--- src/rtl/adder_seq.sv ---
// Multi-cycle adder: adds WIDTH-bit operands CHUNK bits per clock, rippling the
// carry through a register, with a valid/ready handshake on both sides.
module adder_seq #(
  parameter int WIDTH = 128,
  parameter int CHUNK = 32
) (
  input  logic             clk,
  input  logic             reset,
  input  logic             in_valid,
  output logic             in_ready,
  input  logic [WIDTH-1:0] a,
  input  logic [WIDTH-1:0] b,
  input  logic             cin,
  output logic             out_valid,
  input  logic             out_ready,
  output logic [WIDTH-1:0] sum,
  output logic             cout,
  output logic             busy
);

  localparam int N     = WIDTH / CHUNK;
  localparam int IDX_W = (N > 1) ? $clog2(N) : 1;
  localparam logic [IDX_W-1:0] LAST_IDX = IDX_W'(N - 1);

  typedef enum logic [1:0] {IDLE, BUSY, DONE} state_t;

  state_t             state;
  logic [WIDTH-1:0]   a_reg;
  logic [WIDTH-1:0]   b_reg;
  logic               carry_reg;
  logic [IDX_W-1:0]   idx;

  logic [CHUNK-1:0]   a_chunk;
  logic [CHUNK-1:0]   b_chunk;
  logic [CHUNK:0]     chunk_sum;

  // One CHUNK-wide slice of the captured operands plus the rippled carry.
  always_comb begin
    a_chunk   = a_reg[idx*CHUNK +: CHUNK];
    b_chunk   = b_reg[idx*CHUNK +: CHUNK];
    chunk_sum = {1'b0, a_chunk} + {1'b0, b_chunk} + {{CHUNK{1'b0}}, carry_reg};
  end

  always_ff @(posedge clk or posedge reset) begin
    if (reset) begin
      state     <= IDLE;
      a_reg     <= '0;
      b_reg     <= '0;
      carry_reg <= 1'b0;
      idx       <= '0;
      sum       <= '0;
      cout      <= 1'b0;
      in_ready  <= 1'b1;
      out_valid <= 1'b0;
      busy      <= 1'b0;
    end else begin
      case (state)
        IDLE: begin
          if (in_valid) begin
            a_reg     <= a;
            b_reg     <= b;
            carry_reg <= cin;
            idx       <= '0;
            state     <= BUSY;
            in_ready  <= 1'b0;
            busy      <= 1'b1;
          end
        end
        BUSY: begin
          sum[idx*CHUNK +: CHUNK] <= chunk_sum[CHUNK-1:0];
          carry_reg               <= chunk_sum[CHUNK];
          if (idx == LAST_IDX) begin
            cout      <= chunk_sum[CHUNK];
            state     <= DONE;
            busy      <= 1'b0;
            out_valid <= 1'b1;
          end else begin
            idx <= idx + 1'b1;
          end
        end
        DONE: begin
          // Result is held here until the consumer takes it.
          if (out_ready) begin
            state     <= IDLE;
            out_valid <= 1'b0;
            in_ready  <= 1'b1;
          end
        end
        default: begin
          state     <= IDLE;
          in_ready  <= 1'b1;
          out_valid <= 1'b0;
          busy      <= 1'b0;
        end
      endcase
    end
  end

endmodule

--- config.mk ---
export PLATFORM = sky130hd
export DESIGN_NAME = adder_seq
export DESIGN_NICKNAME = d
export VERILOG_FILES = /design/src/rtl/adder_seq.sv
export SDC_FILE = /design/constraint.sdc
export NUM_CORES = 1
export LEC_CHECK = 0
export BUFFER_PORTS_ARGS = -buffer_cell sky130_fd_sc_hd__buf_2
export CAP_MARGIN = 20
export CORE_MARGIN = 8
export CORE_UTILIZATION = 50
export CTS_CLUSTER_DIAMETER = 100
export CTS_CLUSTER_SIZE = 10
export DETAILED_ROUTE_END_ITERATION = 10
export GPL_TIMING_DRIVEN = 0
export MAX_ROUTING_LAYER = met4
export PLACE_DENSITY = 0.74
export SLEW_MARGIN = 30
export SYNTH_ARGS = -nofsm -noshare
export SYNTH_HDL_FRONTEND = slang
export SYNTH_SLANG_ARGS = --single-unit
export TNS_END_PERCENT = 5
--- constraint.sdc ---
create_clock -name clk -period 28.7 [get_ports clk]
set_clock_uncertainty 0.1 [all_clocks]
set_input_delay 0 -clock clk [delete_from_list [all_inputs] [get_ports clk]]
set_output_delay 0 -clock clk [all_outputs]
set_load 0.03 [all_outputs]
* Yosys cells after proc, flatten, opt, wreduce, memory -nomap -nowiden
Cells that the tools add are included.
** Storage, ports and cells
- Register bits after elaboration :: 393
- Logic and storage cells :: 57
** Operators by class
- Bitwise operators :: 3
- Mux-type cells :: 19
- Reductions and logical operators :: 10
- Eq/ne operators :: 7
- Shift-type cells :: 4
- Add/subtract/negate cells :: 4
** Operators by type and width (count)
- $shiftx 128x8->32 :: 2
- $bwmux 128 :: 1
- $shift 32x34->128 const A :: 1
- $shiftx 32x34->128 :: 1
- $neg 7->34 :: 1
- $add 32x32->33 :: 1
- $add 33x1->33 :: 1
- $reduce_and 3->1 :: 5
- $mux 2 :: 5
- $pmux 1 s3 :: 3
- $ne 2x2->1 const B :: 4
- $mux 1 :: 7
- $pmux 2 s3 :: 1
- $reduce_and 2->1 :: 3
- $eq 2x2->1 const B :: 2
- $pmux 2 s2 :: 1
- $not 1->1 :: 3
- $add 2x1->2 const B :: 1
- $eq 2x1->1 const B :: 1
- $logic_not 2->1 :: 1
- $pmux 1 s2 :: 1
- $reduce_bool 2->1 :: 1

* Depth between registers and ports, before layout
Gate-level depths: netlist (run 1).
- Depth after elaboration :: 5
- Mapped depth :: 12

* Worst setup path after synthesis (run 1)
Ideal clock, no wire load.
- Kind :: reg-to-reg
- Start :: register idx[0]
- End :: register sum[24]
- Data arrival time :: 3.739 ns
- Slack :: 24.729 ns
- Data required time :: 28.468 ns
- Period minus slack after synthesis :: 3.971 ns
- Stages on the path, launching flop included :: 13
- Cells stage by stage :: dfrtp_1 > buf_2 > buf_1 > mux4_2 > fa_1 > fa_1 > a211oi_2 > o211ai_2 > a21oi_4 > o21bai_1 > a221oi_2 > xor2_1 > o21ai_0
** On the way
- Longest elaborated chain between the ends :: 5
** Ends and longest elaborated chain
- from (decl) :: line 31 : logic [IDX_W-1:0] idx;
- from (signal assigned) :: line 78 : idx <= idx + 1'b1;
- $shiftx 128x8->32, on equally long branches :: line 39, 40
- $add 32x32->33 :: line 41 : chunk_sum = {1'b0, a_chunk} + {1'b0, b_chunk} + {{CHUNK{1'b0}}, carry_reg};
- $add 33x1->33 :: line 41
- $shiftx 32x34->128 :: line 70 : sum[idx*CHUNK +: CHUNK] <= chunk_sum[CHUNK-1:0];
- $bwmux 128 * :: line 70
- to (signal, indexed assignment) :: line 70
- to (decl) :: line 16 : output logic [WIDTH-1:0] sum,
Mark *: on every way between the ends. The rest lies on a longest branch, timed or not.
A chain may end at the register's enable or synchronous reset.

* Worst setup path in the final report (run 1)
- Start :: register idx[1]
- End :: register sum[88]
Same word-level chain as after synthesis.

==> summary.txt, run 1 <==
Hold path
  – Worst Hold Class: input port to flip-flop

Timing
  – # setup viols final: 0
  – Worst Max-Slew Pin Slew: 0.924 ns
  – Part of the cycle the worst path needs: between 15 and 20%
  – Hold WS: between 0.09 and 0.1 ns
  – Fin crit period: 5.56 ns
  – PnR worst setup slack: around 23 ns
  – FMAX: approximately 0.18 GHz
  – Fin. Hold Viols: 0
  – Worst slew slack as a fraction of its limit: 38.4%
  – Final slew viol count: 0
  – RSZ-0062 raised after global routing: false
  – TNS Setup: 0 ns

Clocking
  – Root Buffer: clkbuf_16
  – Worst-skew pair later-pin latency: approximately 0.57 ns
  – H-tree levels: 2
  – Hold-fix buffers, CTS: roughly 260
  – CTS Buf Count: 45
  – Clk sink count: about 390
  – Clock transition at path regs: 0.06 ns
  – Post-CTS sizing: 0
  – # Post-CTS Setup Buffers: 0
  – CTS tree: done
  – Clk buf depth: 3

Floorplanning
  – Die outline height: roughly 210 µm
  – IO Pins: around 390
  – Chip width: 205 µm
  – Row count: 69
  – Initial Utilization: between 50% and 60%
  – Die ar.: 42100 µm²
  – Core Box Area: 35400 µm²

Yosys
  – Synth unique cells: 67
  – Syn nets: ~1600
  – Yosys reg bits: 393
  – Sequential fraction of the synthesis area: 55.0%
  – Yosys Warn Count: 0
  – Top cells by area, synth: dfrtp_1, mux2_2, mux4_2
  – Gate Count Post-Synth: about 1300
  – Share of the synthesized area in the top cell type: between 50% and 60%
  – Synth Area per Inst: ~14 µm²
  – Predominant post-synthesis flop cell: dfrtp_1
  – Number of flops mapped to enable cells by yosys: 0
  – Post-Syn Area: ~18000 µm²
  – Share of async-settable or async-resettable flops after synthesis: between 90% and 100%
  – Cell taking the most area after synthesis: dfrtp_1

Flow run
  – MaxCap Viol Count: 0

Final layout
  – Reg area: 9840 µm²
  – End-of-flow core utilization: about 69%
  – Footprint of the multi-input gates: between 7000 and 8000 µm²
  – Area growth from synthesis to layout: 36.5%
  – Share of layout cells above drive strength 1: roughly 42%
  – Final Net Count: between 2000 and 2500
  – Fill count: 2395

Worst setup path
  – R2R Setup Slk: between 20 and 25 ns
  – Worst EP arrival: between 5 and 6 ns
  – WP buf/inv: 2
  – Top cell by count, worst path: fa_1
  – R2r worst-path depth: 12
  – Critical Path Slowest Stage Cell: buf_1
  – Cell family with most CP delay: compound AO/OA/AOI/OAI gates
  – Critical Path RT: between 20 and 30 ns
  – Crit path depth: 12
  – Setup crit start kind: flip-flop
  – CP Capture Point: sum[88]
  – Reg2reg end: sum[88]
  – Slowest stage delay, CP: 0.67 ns
  – R2R Path Start: idx[1]
  – CP Capture Type: flip-flop
  – Critical-path maximum fanout: 10
  – CP Cell Sequence: buf_1 > clkbuf_1 > mux4_2 > fa_1 > fa_1 > a211oi_2 > o211ai_2 > a21oi_4 > o21bai_1 > a221oi_2 > xor2_1 > o21ai_0
  – WS Path Type: flip-flop to flip-flop
  – CP startpoint: idx[1]

Global routing
  – Tot GR Track Use: roughly 31%
  – First-pass GRT wire length: roughly 96000 µm
  – Vias in the first global route: about 16000
  – GRT met1 Usage: 37.3%
  – M3 GR Usage: 4.76%
  – GRT Residual Overflow: 0
  – GR peak layer: met2
  – Initial antenna violation count: 12
  – Routing usage on met2: 49.3%
  – Largest net degree at the start of global routing: between 90 and 100

Detailed routing
  – # DRC: 0
  – Initial DRC count: a little under 900
  – Vias/cell: 5.95
  – Drt total wl: ~64000 µm
  – DR WL/cell: between 20 and 30 µm
  – Vias: around 15000
  – Routed Antenna Nets: 0
  – Drt first pass iters: 5

Status
  – Outcome: complete, no violations

Placement
  – Dpl hpwl: ~43000 µm
  – Setup WS pre-CTS: between 20 and 25 ns
  – RD Place Congestion: just over 0.9
  – PortBufs: ~390
-- per-layer routing --
layer / up-vias / wire length (µm)
li1: 6134 / -
met1: 7351 / 24300
met2: 834 / 31200
met3: 255 / 4880
met4: 0 / 3870
met5: - / 0
-- cell type report --
class	instances	share of cell area [%]
Antenna cell	13	0.133
Clock inverter	2	0.0718
Timing Repair Buffer	657	19.2
Clock buffer	56	4.96
Sequential cell	393	40.3
Multi-Input combinational cell	779	31.4
Tap cell	461	2.36
Inverter	10	0.185
Buffer	77	1.39
-- cells in the final DEF, fill, tap and decap left out, types with 4 or more instances in the layout --
master,count
o21bai_1,4
a22oi_1,5
a21o_1,9
nand3_1,9
a221o_1,4
o21ai_2,4
dlygate4sd3_1,261
o21ai_0,48
a21oi_1,46
buf_2,432
inv_1,9
nand4_1,8
ha_1,37
mux2_2,256
nand2_1,61
xor2_1,10
dfrtp_1,392
nor2_1,25
o211ai_1,4
xnor2_1,15
or3_1,6
clkbuf_1,40
mux4_2,64
buf_16,4
diode_2,13
clkbuf_16,47
buf_1,6
a22o_1,96
nor3_1,4
-- cell families after synthesis --
group	share of synthesized area [%]
compound gates	10.8
xor+xnor	1.32
fa+ha+maj	2.81
buf+inv	2.11
flops	55.0
mux	24.4
simple gates	3.57
-- cells in the mapped netlist, drive strengths merged, types with 3 or more instances --
cell	number
dfrtp	392
mux2	257
a22o	96
mux4	64
nand2	62
o21ai	55
a21oi	48
buf	46
ha	37
clkbuf	31
nor2	26
xnor2	15
xor2	11
inv	10
a21o	9
nand3	9
nand4	8
nor3	8
o211ai	6
or3	6
a22oi	5
a221o	4
a31oi	4
o21bai	4
or2	4
a211oi	3
a221oi	3
nor2b	3
o21a	3
-- worst register-to-register path, stage by stage (launching register included) --
cell	delay (ns)
dfrtp_1	0.60
buf_1	0.68
clkbuf_1	0.66
mux4_2	0.47
fa_1	0.47
fa_1	0.47
a211oi_2	0.32
o211ai_2	0.16
a21oi_4	0.29
o21bai_1	0.19
a221oi_2	0.29
xor2_1	0.50
o21ai_0	0.19
-- worst min-delay path by stage --
| stage | from | to | slack [ns] | cells past startpoint |
|---|---|---|---|---|
| 2_1_floorplan | cin | carry_reg | 0.05 | 2 |
| 3_3_place_gp | a[114] | a_reg[114] | 0.13 | 2 |
| 3_5_place_dp | reset | sum[22] | -0.04 | 2 |
| 4_1_cts | b[123] | b_reg[123] | 0.08 | 3 |
| 5_1_grt | b[44] | b_reg[44] | 0.09 | 3 |
| 6_report | b[44] | b_reg[44] | 0.1 | 3 |
-- metrics by stage --
step	std cells	instance area (µm²)
floorplan	1259	17900
global placement	2112	20400
detailed placement	2116	20500
CTS	2435	24400
global route	2447	24400
finish	2448	24400
Power of run 1 is left out: the tool's default activity adds up to more than one toggle a clock period on the data nets, which glitch-free logic cannot reach.
==> run 2, diff against run 1 <==
clock period = 5.8 ns   (was 28.7 ns; I/O delays follow)
==> summary.txt, run 2 (synthesis gave the netlist of run 1 again) <==
Global routing
  – Tot GR Track Use: 31.6% (+0.57 points)
  – First-pass GRT wire length: 97500 µm (+1.6%)
  – Vias in the first global route: 16089 (+0.12%)
  – GRT Residual Overflow: 0 (unchanged)
  – Initial antenna violation count: 9 (-3)
  – Largest net degree at the start of global routing: 33 (-67%)

Worst setup path
  – R2R Path Start: idx[1]
  – WS Path Type: flip-flop to flip-flop
  – Cell family with most CP delay: compound AO/OA/AOI/OAI gates
  – Critical Path Slowest Stage Cell: clkbuf_1
  – CP Capture Type: flip-flop
  – Critical-path maximum fanout: 10 (unchanged)
  – Setup crit start kind: flip-flop
  – CP Cell Sequence: buf_1 > clkbuf_1 > mux4_2 > fa_1 > fa_1 > a211oi_2 > o211ai_2 > a21oi_4 > o21bai_1 > a221oi_2 > xor2_1 > o21ai_0
  – CP startpoint: idx[1]
  – Critical Path RT: 6.10 ns (-22.91 ns)
  – WP buf/inv: 2 (unchanged)
  – Worst EP arrival: 5.85 ns (-0.02 ns)
  – Top cell by count, worst path: fa_1
  – Slowest stage delay, CP: 0.68 ns (about the same)

Placement
  – Setup WS pre-CTS: 0.256 ns (-22.89 ns)
  – Dpl hpwl: 43300 µm (+1.6%)
  – PortBufs: 392 (unchanged)
  – RD Place Congestion: 0.902 (-1.2%)

Clocking
  – Worst-skew pair later-pin latency: 0.57 ns (about the same)
  – H-tree levels: 2 (unchanged)
  – CTS Buf Count: 45 (unchanged)
  – Clk sink count: 393 (unchanged)
  – Post-CTS sizing: 0 (unchanged)
  – Root Buffer: clkbuf_16
  – Clk buf depth: 3 (unchanged)
  – Clock transition at path regs: 0.05 ns (about the same)
  – CTS tree: done

Floorplanning
  – Die outline height: 205 µm (unchanged)
  – IO Pins: 393 (unchanged)
  – Chip width: 205 µm (unchanged)
  – Die ar.: 42100 µm² (unchanged)
  – Row count: 69 (unchanged)
  – Core Box Area: 35400 µm² (unchanged)
  – Initial Utilization: 50.5% (unchanged)

Detailed routing
  – Initial DRC count: 1012 (+13%)
  – Drt first pass iters: 5 (unchanged)
  – Drt total wl: 64700 µm (+0.79%)
  – DR WL/cell: 26.3 µm (+0.42%)
  – Vias: 14619 (+0.31%)
  – # DRC: 0 (unchanged)
  – Routed Antenna Nets: 0 (unchanged)
  – Vias/cell: 5.95 (about the same)

Final layout
  – Area growth from synthesis to layout: 37.7%
  – Share of layout cells above drive strength 1: 42.8% (+0.32 points)
  – Commonest cells after routing, fill and taps aside: buf_2, dfrtp_1, dlygate4sd3_1
  – Most common cell after layout, fill and taps aside: buf_2
  – Final Net Count: 2274 (+0.49%)

Hold path
  – Worst Hold Class: input port to flip-flop
  – Hold_sp: b[69]

Timing
  – Worst slew slack as a fraction of its limit: 38.3% (-0.083 points)
  – PnR worst setup slack: 0.251 ns (-22.89 ns)
  – # setup viols final: 0 (unchanged)
  – Worst Max-Slew Pin Slew: 0.925 ns (+0.00124 ns)
  – Final slew viol count: 0 (unchanged)
  – Fin. Hold Viols: 0 (unchanged)
  – Part of the cycle the worst path needs: 95.7% (+76 points)
  – Fin crit period: 5.55 ns (-0.0101 ns)
  – FMAX: 0.180 GHz (+0.18%)
  – RSZ-0062 raised after global routing: false

Status
  – Outcome: complete, no violations

Flow run
  – MaxCap Viol Count: 0 (unchanged)
## run 2: cell types whose count changed in the layout (fill, tap and decap cells not counted), sizes merged
cell | before | now
clkinvlp | 0 | 1
diode | 13 | 11
inv | 12 | 11
buf | 442 | 453
## run 2: final timing paths
kind	to	slack (ns)	cells after the start
hold / removal	b_reg[69]	0.10	3
setup / recovery	sum[88]	0.25	12
setup reg to reg	sum[88]	0.25	12
max in group asynchronous	b_reg[36]	3.71	9
min in group asynchronous	a_reg[82]	0.51	4
hold reg to reg	sum[66]	0.38	2
## run 2: final cells by class
cell class	instances	area, µm²
Tap cell	461	577
Buffer	77	339
Inverter	10	41.3
Antenna cell	11	27.5
Fill cell	2322	10800
Clock inverter	2	17.5
Multi-Input combinational cell	779	7660
Timing Repair Buffer	668	4900
Sequential cell	393	9840
Clock buffer	56	1210
## run 2: per-layer routing
metal | wire length (µm) | track usage [%]
met1 | 24400 | 37.3
met2 | 31800 | 50.8
met3 | 4550 | 5.12
met4 | 3980 | 18.9
met5 | 0 | -
## run 2: worst register-to-register path: cells and delay by family, from the launching register on
family / cells / cell delay [ns]
mux: 1 / 0.47
buf+inv: 2 / 1.32
fa+ha+maj: 2 / 0.94
xor+xnor: 1 / 0.59
flops: 1 / 0.55
compound gates: 6 / 1.43
## run 2: repair_timing
item | 4_1_cts | 5_1_grt
setup buffers | 0 | 0
endpoints found under the setup margin | 0 | 0
hold buffers | 261 | 0
endpoints found under the hold margin | 492 | 0
## run 2: per-stage QoR
stage                     util, %  hold slack, ns  instance area (µm²)  TNS [ns]  instances
final                        69.5           0.103                24600         0       2457
after floorplan                 -          0.0484                17900         0       1259
after global placement       57.7           0.132                20400   -637.58       2112
after detailed placement     58.6         -0.0795                20700         0       2127
after global routing         69.5          0.0982                24600         0       2456
after CTS                    69.5          0.0673                24600         0       2446
Power of run 2 is left out for the same reason.
==> run 3, diff against run 2 <==
--- a/config.mk
+++ b/config.mk
@@ -16,5 +16,5 @@
 export MAX_ROUTING_LAYER = met4
 export PLACE_DENSITY = 0.74
-export SLEW_MARGIN = 30
+export SLEW_MARGIN = 10
 export SYNTH_ARGS = -nofsm -noshare
 export SYNTH_HDL_FRONTEND = slang
==> constraint.sdc (replaced) <==
create_clock -name clk -period 5.8 [get_ports clk]
set_clock_uncertainty 0.1 [all_clocks]
set_input_delay 1.16 -clock clk [delete_from_list [all_inputs] [get_ports clk]]
set_output_delay 1.16 -clock clk [all_outputs]
set_load 0.03 [all_outputs]
==> summary.txt, run 3 (synthesis gave the netlist of run 1 again) <==
Clocking
  – Worst-skew pair later-pin latency: 0.57 ns (about the same)
  – Clk sink count: 393 (unchanged)
  – Clk buf depth: 3 (unchanged)
  – CTS tree: done
  – CTS Buf Count: 45 (unchanged)
  – # Post-CTS Setup Buffers: 0 (unchanged)
  – Clock transition at path regs: 0.06 ns (about the same)
  – Post-CTS sizing: 0 (unchanged)
  – H-tree levels: 2 (unchanged)
  – Hold-fix buffers, CTS: 0 (-100%)
  – Root Buffer: clkbuf_16

Timing
  – Worst slew slack as a fraction of its limit: 39.1% (+0.76 points)
  – PnR worst setup slack: 0.278 ns (+0.0267 ns)
  – # setup viols final: 0 (unchanged)
  – Final slew viol count: 0 (unchanged)
  – Part of the cycle the worst path needs: 95.2% (-0.46 points)
  – Fin. Hold Viols: 0 (unchanged)
  – TNS Setup: 0 ns (unchanged)
  – Worst Max-Slew Pin Slew: 0.913 ns (-0.0114 ns)
  – RSZ-0062 raised after global routing: false
  – FMAX: 0.181 GHz (+0.48%)
  – Fin crit period: 5.52 ns (-0.0267 ns)

Worst setup path
  – Cell family with most CP delay: compound AO/OA/AOI/OAI gates
  – Setup crit start kind: flip-flop
  – Critical-path maximum fanout: 10 (unchanged)
  – Top cell by count, worst path: fa_1
  – CP Capture Type: flip-flop
  – WS Path Type: flip-flop to flip-flop
  – WP buf/inv: 2 (unchanged)
  – CP Cell Sequence: buf_1 > clkbuf_1 > mux4_2 > fa_1 > fa_1 > a211oi_2 > o211ai_2 > a21oi_4 > o21bai_1 > a221oi_2 > xor2_1 > o21ai_0
  – Critical Path RT: 6.11 ns (about the same)
  – Slowest stage delay, CP: 0.65 ns (-0.03 ns)
  – R2R Setup Slk: 0.28 ns (+0.03 ns)
  – Worst EP arrival: 5.83 ns (-0.02 ns)
  – Critical Path Slowest Stage Cell: buf_1

Floorplanning
  – Chip width: 205 µm (unchanged)
  – IO Pins: 393 (unchanged)
  – Row count: 69 (unchanged)
  – Die outline height: 205 µm (unchanged)
  – Die ar.: 42100 µm² (unchanged)
  – Core Box Area: 35400 µm² (unchanged)
  – Initial Utilization: 50.5% (unchanged)

Final layout
  – End-of-flow core utilization: 61.8% (-7.7 points)
  – Share of layout cells above drive strength 1: 49.1% (+6.3 points)
  – Area growth from synthesis to layout: 22.4%
  – Final Net Count: 2009 (-12%)
  – Commonest cells after routing, fill and taps aside: buf_2, dfrtp_1, mux2_2
  – Most common cell after layout, fill and taps aside: buf_2
  – Non-filler instance count after layout: 2195 (-11%)

Detailed routing
  – Routed Antenna Nets: 0 (unchanged)
  – Drt total wl: 55100 µm (-15%)
  – Drt first pass iters: 5 (unchanged)
  – DR WL/cell: 25.1 µm (-4.6%)
  – Vias: 12831 (-12%)
  – Vias/cell: 5.85 (-1.8%)
  – Initial DRC count: 631 (-38%)
  – # DRC: 0 (unchanged)

Placement
  – Setup WS pre-CTS: 0.241 ns (-0.0156 ns)
  – RD Place Congestion: 0.902 (unchanged)
  – Dpl hpwl: 43000 µm (-0.68%)
  – PortBufs: 392 (unchanged)
  – Placed Instances: 2123 (-0.19%)

Global routing
  – GRT Residual Overflow: 0 (unchanged)
  – Tot GR Track Use: 27.0% (-4.6 points)
  – Initial antenna violation count: 14 (+5)
  – Largest net degree at the start of global routing: 42 (+27%)
  – Vias in the first global route: 13926 (-13%)
  – First-pass GRT wire length: 83700 µm (-14%)

Flow run
  – MaxCap Viol Count: 0 (unchanged)

Status
  – Outcome: complete, no violations

Hold path
  – Worst Hold Class: flip-flop to flip-flop
## run 3: area by class of cell
class,instances,area (µm²)
antenna,14,35.0
buffer,77,339
clock buffer,56,1190
clock inverter,2,25.0
fill,2762,13500
inverter,10,41.3
multi-input combinational,779,7660
sequential,393,9840
tap,461,577
timing repair buffer,403,2180
## run 3: worst paths after layout
kind / start / to / cells after the start
max in group asynchronous: reset / b_reg[5] / 7
min reg2reg: sum[66] / sum[66] / 2
min: sum[66] / sum[66] / 2
max reg2reg: idx[1] / sum[88] / 12
min in group asynchronous: reset / a_reg[18] / 2
max: idx[1] / sum[88] / 12
## run 3: metal layers
layer	vias up	wire length [µm]	part of all wire, %	global-route usage [%]
met1	6595	22700	41	33.9
li1	5638	-	-	-
met3	87	4070	7.4	5.58
met5	-	0	0	-
met4	0	1640	3.0	9.91
met2	511	26800	49	42.9
## run 3: per-stage QoR
step | hold WS [ns] | area, µm²
CTS | 0.387 | 21900
detailed placement | 0.371 | 20600
floorplan | 0.375 | 17900
global route | 0.411 | 21900
finish | 0.383 | 21900
global placement | 0.360 | 20400
## run 3: worst min-delay path: cells and delay by family, from the launching register on
family             cells  cell delay (ns)
and+or+nand+nor        1             0.05
AOI/OAI and AO/OA      1             0.06
DFF                    1             0.34
Power of run 3 is left out for the same reason.
